### src/rtl/cam_capture_gen.sv
// rtl/cam_capture_gen.sv - RGB565 camera byte-stream capture to frame-buffer writes; optional colour bars under CAM_CAPTURE_TESTPAT_EN
module cam_capture_gen #(
    parameter int H_RES  = 640,
    parameter int V_RES  = 480,
    parameter int DECIM  = 1,
    parameter int CH_W   = 5,
    parameter int ADDR_W = 19
) (
    input  logic              CLK,
    input  logic              RESET,
    input  logic              PCLK,
    input  logic              VSYNC,
    input  logic              HREF,
    input  logic [7:0]        D,
    input  logic              en,
    input  logic              test_pat,
    output logic [CH_W-1:0]   red,
    output logic [CH_W-1:0]   green,
    output logic [CH_W-1:0]   blue,
    output logic [ADDR_W-1:0] index,
    output logic              valid,
    output logic              frame_done,
    output logic [7:0]        frame_cnt,
    output logic              overrun
);

    // Decimation is a power of two, so divide/modulo become shift/mask
    localparam int DSH = (DECIM == 4) ? 2 : ((DECIM == 2) ? 1 : 0);
    // Counters are wide enough to hold a value past the active window and saturate there
    localparam int XW  = $clog2(H_RES + 2) + 1;
    localparam int YW  = $clog2(V_RES + 2) + 1;
    localparam logic [XW-1:0] H_LIM  = XW'(H_RES);
    localparam logic [YW-1:0] V_LIM  = YW'(V_RES);
    localparam logic [XW-1:0] X_MASK = XW'(DECIM - 1);
    localparam logic [YW-1:0] Y_MASK = YW'(DECIM - 1);

    typedef enum logic [1:0] {IDLE, WAIT_FRAME, ACTIVE} state_t;

    state_t state, state_nxt;

    logic pclk_s1, pclk_s2, pclk_d;
    logic vsync_s1, vsync_s2, vsync_d;
    logic href_s1, href_s2, href_d;
    logic [7:0] d_s1, d_s2;

    logic pclk_rise, vsync_rise, vsync_fall, href_fall;
    logic frame_start, frame_end, capturing;

    logic [XW-1:0] x;
    logic [YW-1:0] y;
    logic          phase;
    logic [7:0]    byte0;

    logic [4:0] r5, b5;
    logic [5:0] g6;
    logic [CH_W-1:0] pix_r, pix_g, pix_b;
    logic in_window, on_grid;

    // Two-flop synchronisers for the sensor signals plus one delay stage for edge detection
    always_ff @(posedge CLK or posedge RESET) begin
        if (RESET) begin
            pclk_s1  <= 1'b0;
            pclk_s2  <= 1'b0;
            pclk_d   <= 1'b0;
            vsync_s1 <= 1'b0;
            vsync_s2 <= 1'b0;
            vsync_d  <= 1'b0;
            href_s1  <= 1'b0;
            href_s2  <= 1'b0;
            href_d   <= 1'b0;
            d_s1     <= 8'd0;
            d_s2     <= 8'd0;
        end else begin
            pclk_s1  <= PCLK;
            pclk_s2  <= pclk_s1;
            pclk_d   <= pclk_s2;
            vsync_s1 <= VSYNC;
            vsync_s2 <= vsync_s1;
            vsync_d  <= vsync_s2;
            href_s1  <= HREF;
            href_s2  <= href_s1;
            href_d   <= href_s2;
            d_s1     <= D;
            d_s2     <= d_s1;
        end
    end

    assign pclk_rise  = pclk_s2 & ~pclk_d;
    assign vsync_rise = vsync_s2 & ~vsync_d;
    assign vsync_fall = ~vsync_s2 & vsync_d;
    assign href_fall  = ~href_s2 & href_d;

    // Capture state register
    always_ff @(posedge CLK or posedge RESET) begin
        if (RESET) begin
            state <= IDLE;
        end else begin
            state <= state_nxt;
        end
    end

    // Next-state and frame-event decode; dropping en aborts from any state
    always_comb begin
        state_nxt   = state;
        frame_start = 1'b0;
        frame_end   = 1'b0;
        capturing   = 1'b0;
        case (state)
            IDLE: begin
                if (en) state_nxt = WAIT_FRAME;
            end
            WAIT_FRAME: begin
                if (vsync_fall) begin
                    state_nxt   = ACTIVE;
                    frame_start = en;
                end
            end
            ACTIVE: begin
                capturing = en;
                if (vsync_rise) begin
                    state_nxt = WAIT_FRAME;
                    frame_end = en;
                end
            end
            default: state_nxt = IDLE;
        endcase
        if (!en) state_nxt = IDLE;
    end

    // RGB565 unpack: byte0 holds R and upper G, the current byte completes the pixel
    assign r5 = byte0[7:3];
    assign g6 = {byte0[2:0], d_s2[7:5]};
    assign b5 = d_s2[4:0];

    assign in_window = (x < H_LIM) && (y < V_LIM);
    assign on_grid   = ((x & X_MASK) == '0) && ((y & Y_MASK) == '0);

`ifdef CAM_CAPTURE_TESTPAT_EN
    localparam int BAR_W = (H_RES / 8 < 1) ? 1 : H_RES / 8;
    logic [XW-1:0] bar_raw;
    logic [2:0]    bar;
    assign bar_raw = x / XW'(BAR_W);
    assign bar     = (bar_raw > XW'(7)) ? 3'd7 : bar_raw[2:0];
`else
    logic unused_test_pat;
    assign unused_test_pat = test_pat;
`endif

    // Pixel colour: sensor data truncated to CH_W, or the colour-bar pattern when selected
    always_comb begin
        pix_r = r5[4 -: CH_W];
        pix_g = g6[5 -: CH_W];
        pix_b = b5[4 -: CH_W];
`ifdef CAM_CAPTURE_TESTPAT_EN
        // Bars 0..7 = white, yellow, cyan, green, magenta, red, blue, black
        if (test_pat) begin
            pix_r = {CH_W{~bar[1]}};
            pix_g = {CH_W{~bar[2]}};
            pix_b = {CH_W{~bar[0]}};
        end
`endif
    end

    // Byte/pixel/line counting, write strobe generation and frame bookkeeping
    always_ff @(posedge CLK or posedge RESET) begin
        if (RESET) begin
            x          <= '0;
            y          <= '0;
            phase      <= 1'b0;
            byte0      <= 8'd0;
            red        <= '0;
            green      <= '0;
            blue       <= '0;
            index      <= '0;
            valid      <= 1'b0;
            frame_done <= 1'b0;
            frame_cnt  <= 8'd0;
            overrun    <= 1'b0;
        end else begin
            valid      <= 1'b0;
            frame_done <= 1'b0;
            if (frame_start) begin
                x     <= '0;
                y     <= '0;
                phase <= 1'b0;
            end else if (frame_end) begin
                frame_done <= 1'b1;
                frame_cnt  <= frame_cnt + 8'd1;
                phase      <= 1'b0;
            end else if (capturing) begin
                if (href_fall) begin
                    // End of line: any half pixel is dropped here
                    phase <= 1'b0;
                    x     <= '0;
                    if ((x != '0) && !(&y)) y <= y + 1'b1;
                end else if (pclk_rise && href_s2) begin
                    if (!phase) begin
                        byte0 <= d_s2;
                        phase <= 1'b1;
                    end else begin
                        phase <= 1'b0;
                        if (!(&x)) x <= x + 1'b1;
                        if (in_window) begin
                            if (on_grid) begin
                                valid <= 1'b1;
                                red   <= pix_r;
                                green <= pix_g;
                                blue  <= pix_b;
                                index <= ADDR_W'(32'(y >> DSH) * 32'(H_RES / DECIM) + 32'(x >> DSH));
                            end
                        end else begin
                            overrun <= 1'b1;
                        end
                    end
                end
            end
        end
    end

endmodule
### config.mk
export PLATFORM = sky130hd
export DESIGN_NAME = cam_capture_gen
export DESIGN_NICKNAME = d
export VERILOG_FILES = /design/src/rtl/cam_capture_gen.sv
export SDC_FILE = /design/constraint.sdc
export NUM_CORES = 1
export LEC_CHECK = 0
export BUFFER_PORTS_ARGS = -buffer_cell sky130_fd_sc_hd__buf_4
export CAP_MARGIN = 20
export CORE_MARGIN = 1
export CORE_UTILIZATION = 64
export CTS_BUF_LIST = sky130_fd_sc_hd__clkbuf_2
export CTS_CLUSTER_DIAMETER = 120
export DETAILED_ROUTE_END_ITERATION = 7
export GPL_TIMING_DRIVEN = 0
export PLACE_DENSITY = 0.87
export SLEW_MARGIN = 15
export SYNTH_ARGS = -nofsm -noshare
export SYNTH_HDL_FRONTEND = slang
export SYNTH_SLANG_ARGS = --single-unit
### constraint.sdc
create_clock -name CLK -period 4.3 [get_ports CLK]
set_input_delay 0 -clock CLK [delete_from_list [all_inputs] [get_ports CLK]]
set_output_delay 0 -clock CLK [all_outputs]
set_load 0.03 [all_outputs]
==> metrics.cfg <==
[status]
status = complete, no violations

[setup_path]
endpoint_kind = flop
crit_required_ns = 4.85
cp.arrival_ns = 3.57
critPathBufInv = 0
cp_max_fo = 6
cp_slowest_cell = dfrtp_1
startpoint_type = flop
slowest_delay_ns = 0.52
ff2ff_path_depth = 9
crit_top_cell = ha_1
critPathKind = flop to flop
worstPathCellList = ha_1 > ha_1 > fa_1 > a21oi_1 > o21bai_1 > xor2_1 > nand4_1 > or3_1 > a31oi_1
cp_top_family = adder cells
rrSetupSlack_ns = 1.28
cp_num_cells = 9

[synth]
ys_ff_latch = 102
synthTopCellsByArea = dfrtp_1 54%, nand2_1 7.5%, ha_1 6.3%
yosys-top-cells-count = 102 x dfrtp_1, 94 x nand2_1, 24 x ha_1
synthDistinctLibCells = 44
post-synth-top-count-cell = dfrtp_1
netlist_area_um2 = 4730
yosysTopAreaCellShare_pct = 54.0
synth_ff_type = dfrtp_1
postSynthCellCount = 454
ys_seq_area_share_pct = 54.0
ys_warn_count = 0
yosys.area.top_type = dfrtp_1
synth_nets = 495
syn_area_per_cell_um2 = 10.4
synth_edf_count = 0
synth-async-reset-ratio_pct = 100

[routing]
num_vias = 3684
ant_nets = 0
first_pass_iters = 5
drc = 0
totalWireLength_um = 10200
vias_per_cell = 5.73
drt_iter0_drc = 214
routedWlPerCell_um = 15.9

[sta]
fin_crit_ns = 3.02
min_period_over_period_pct = 70.3
hold_viol_final = 0
finClkSkew_ns = 0.0405
relSlewSlack_pct = 62.9
worst_pin_slew_ns = 0.551
setup-violations-final = 0
max_freq_ghz = 0.331
slew_violations = 0
setup_tns_ns = 0
rsz0062_at_grt = false

[cts]
cts_buffer_depth = 2
cts_sinks = 102
clk_latency_ns = 0.59
htreeDepth = 3
clk_pin_slew_worst_paths_ns = 0.31
cts-root-buf = clkbuf_2
cts_made_buffers = 9
post_cts_resized = 0
cts_tree = done

[floorplanning]
die_w_um = 88.0
die_area_um2 = 7740
top_level_ports = 60
start_util_pct = 67.7
core-area_um2 = 6980
fp.dieH_um = 88.0
fp-row-count = 30

[layout]
fin_nets = 583
multiInputGateArea_um2 = 2030
regArea_um2 = 2550
finish.utilization_pct = 80.3
n_fill_cell = 420
fin_area_um2 = 5610
drive_gt1_share_pct = 19.4
antennaDiodeCount = 0
syn2layout_area_growth_pct = 18.5

[power]
power_density_nw_per_um2 = 312
power.leakage_nw = 2.78
ir_drop_v = 0.000249

[grt]
overflow = 0
first_global_vias = 3630
antenna_found_initial = 0
grt_pass1_wl_um = 16800
grt_usage_pct = 28.8
grt_max_degree = 68

[placement]
place.gp.congestion = 0.867
place_area_um2 = 5320
dpl.hpwl_um = 6990
port_buffers = 58

[min_path]
holdPathStages = 2
hp-class = input port to flop

[run]
maxCapViolCount = 0

-- per-layer routing --
layer | wire length [µm] | GRT usage, % | up-vias
met5 | 0 | 0 | -
met4 | 225 | 12.5 | 0
met3 | 482 | 5.75 | 20
met2 | 5360 | 50.3 | 130
met1 | 4130 | 34.7 | 1805
li1 | - | - | 1729
-- layout make-up --
cell class	instances	share of cell area, %
multi-input combinational	317	36.3
clock buffer	9	0.803
inverter	19	1.32
clock inverter	7	1.18
timing repair buffer	77	11.5
sequential	102	45.5
buffer	16	1.27
tap	96	2.14
-- through the flow --
| step | setup slack, ns | hold WS (ns) | cells | power [mW] |
|---|---|---|---|---|
| 2_1_floorplan | 1.62 | 0.0314 | 454 | 1.24 |
| 3_3_place_gp | 0.689 | 0.109 | 608 | 1.30 |
| 3_5_place_dp | 1.31 | 0.0582 | 609 | 1.32 |
| 4_1_cts | 1.31 | 0.0171 | 639 | 1.75 |
| 5_1_grt | 1.08 | 0.0180 | 643 | 1.84 |
| 6_report | 1.28 | 0.0595 | 643 | 1.75 |
-- worst paths after layout --
kind / from / to
hold reg to reg: d_s1[0] / d_s2[0]
max in group asynchronous: RESET / x[7]
setup reg to reg: y[1] / index[18]
hold / removal: D[6] / d_s1[6]
min in group asynchronous: RESET / x[4]
setup / recovery: y[1] / index[18]
-- registers in the layout (all words and copies together), names as in the netlist, 2 cells and up --
signal	cells
state	2
index	19
byte0	8
red	5
x	11
blue	5
d_s2	8
y	10
frame_cnt	8
green	5
d_s1	8
-- report_power, final --
part,total (mW),internal (mW),switching [mW]
combinational,0.255,0.111,0.145
sequential,1.06,1.01,0.0525
clock,0.432,0.0904,0.342
-- timing repair --
item | in CTS | in global routing
buffers inserted | 0 | 0
hold buffers | 14 | 4
hold endpoints to repair | 132 | 4
-- layout by cell type, fill, tap and decap left out, drive strengths merged, types with 3 or more instances in the layout --
| cell | n |
|---|---|
| and3 | 4 |
| a21o | 4 |
| inv | 22 |
| nand2b | 4 |
| dfrtp | 102 |
| nand2 | 94 |
| nor2 | 23 |
| clkinv | 3 |
| buf | 68 |
| xnor2 | 21 |
| or4 | 3 |
| o21ai | 23 |
| or3 | 5 |
| nand4 | 9 |
| a31oi | 4 |
| nand3 | 16 |
| nor2b | 3 |
| mux2 | 9 |
| xor2 | 9 |
| nor3 | 4 |
| a2111oi | 5 |
| a211oi | 6 |
| nor4 | 5 |
| o31ai | 3 |
| dlygate4sd3 | 18 |
| ha | 24 |
| clkbuf | 16 |
| a21oi | 23 |
-- cells by family (layout without fill, tap and decap cells) --
| logic type | Yosys count | in the layout | share of synthesized area (%) |
|---|---|---|---|
| xor gates and xnor gates | 30 | 30 | 5.56 |
| DFF | 102 | 102 | 54.0 |
| and+or+nand+nor | 176 | 176 | 17.4 |
| buffers and inverters | 35 | 128 | 3.02 |
| AOI/OAI and AO/OA | 74 | 74 | 10.3 |
| muxes | 11 | 11 | 2.57 |
| adders and majority gates | 26 | 26 | 7.20 |
Power figures use the tool's default switching activity.
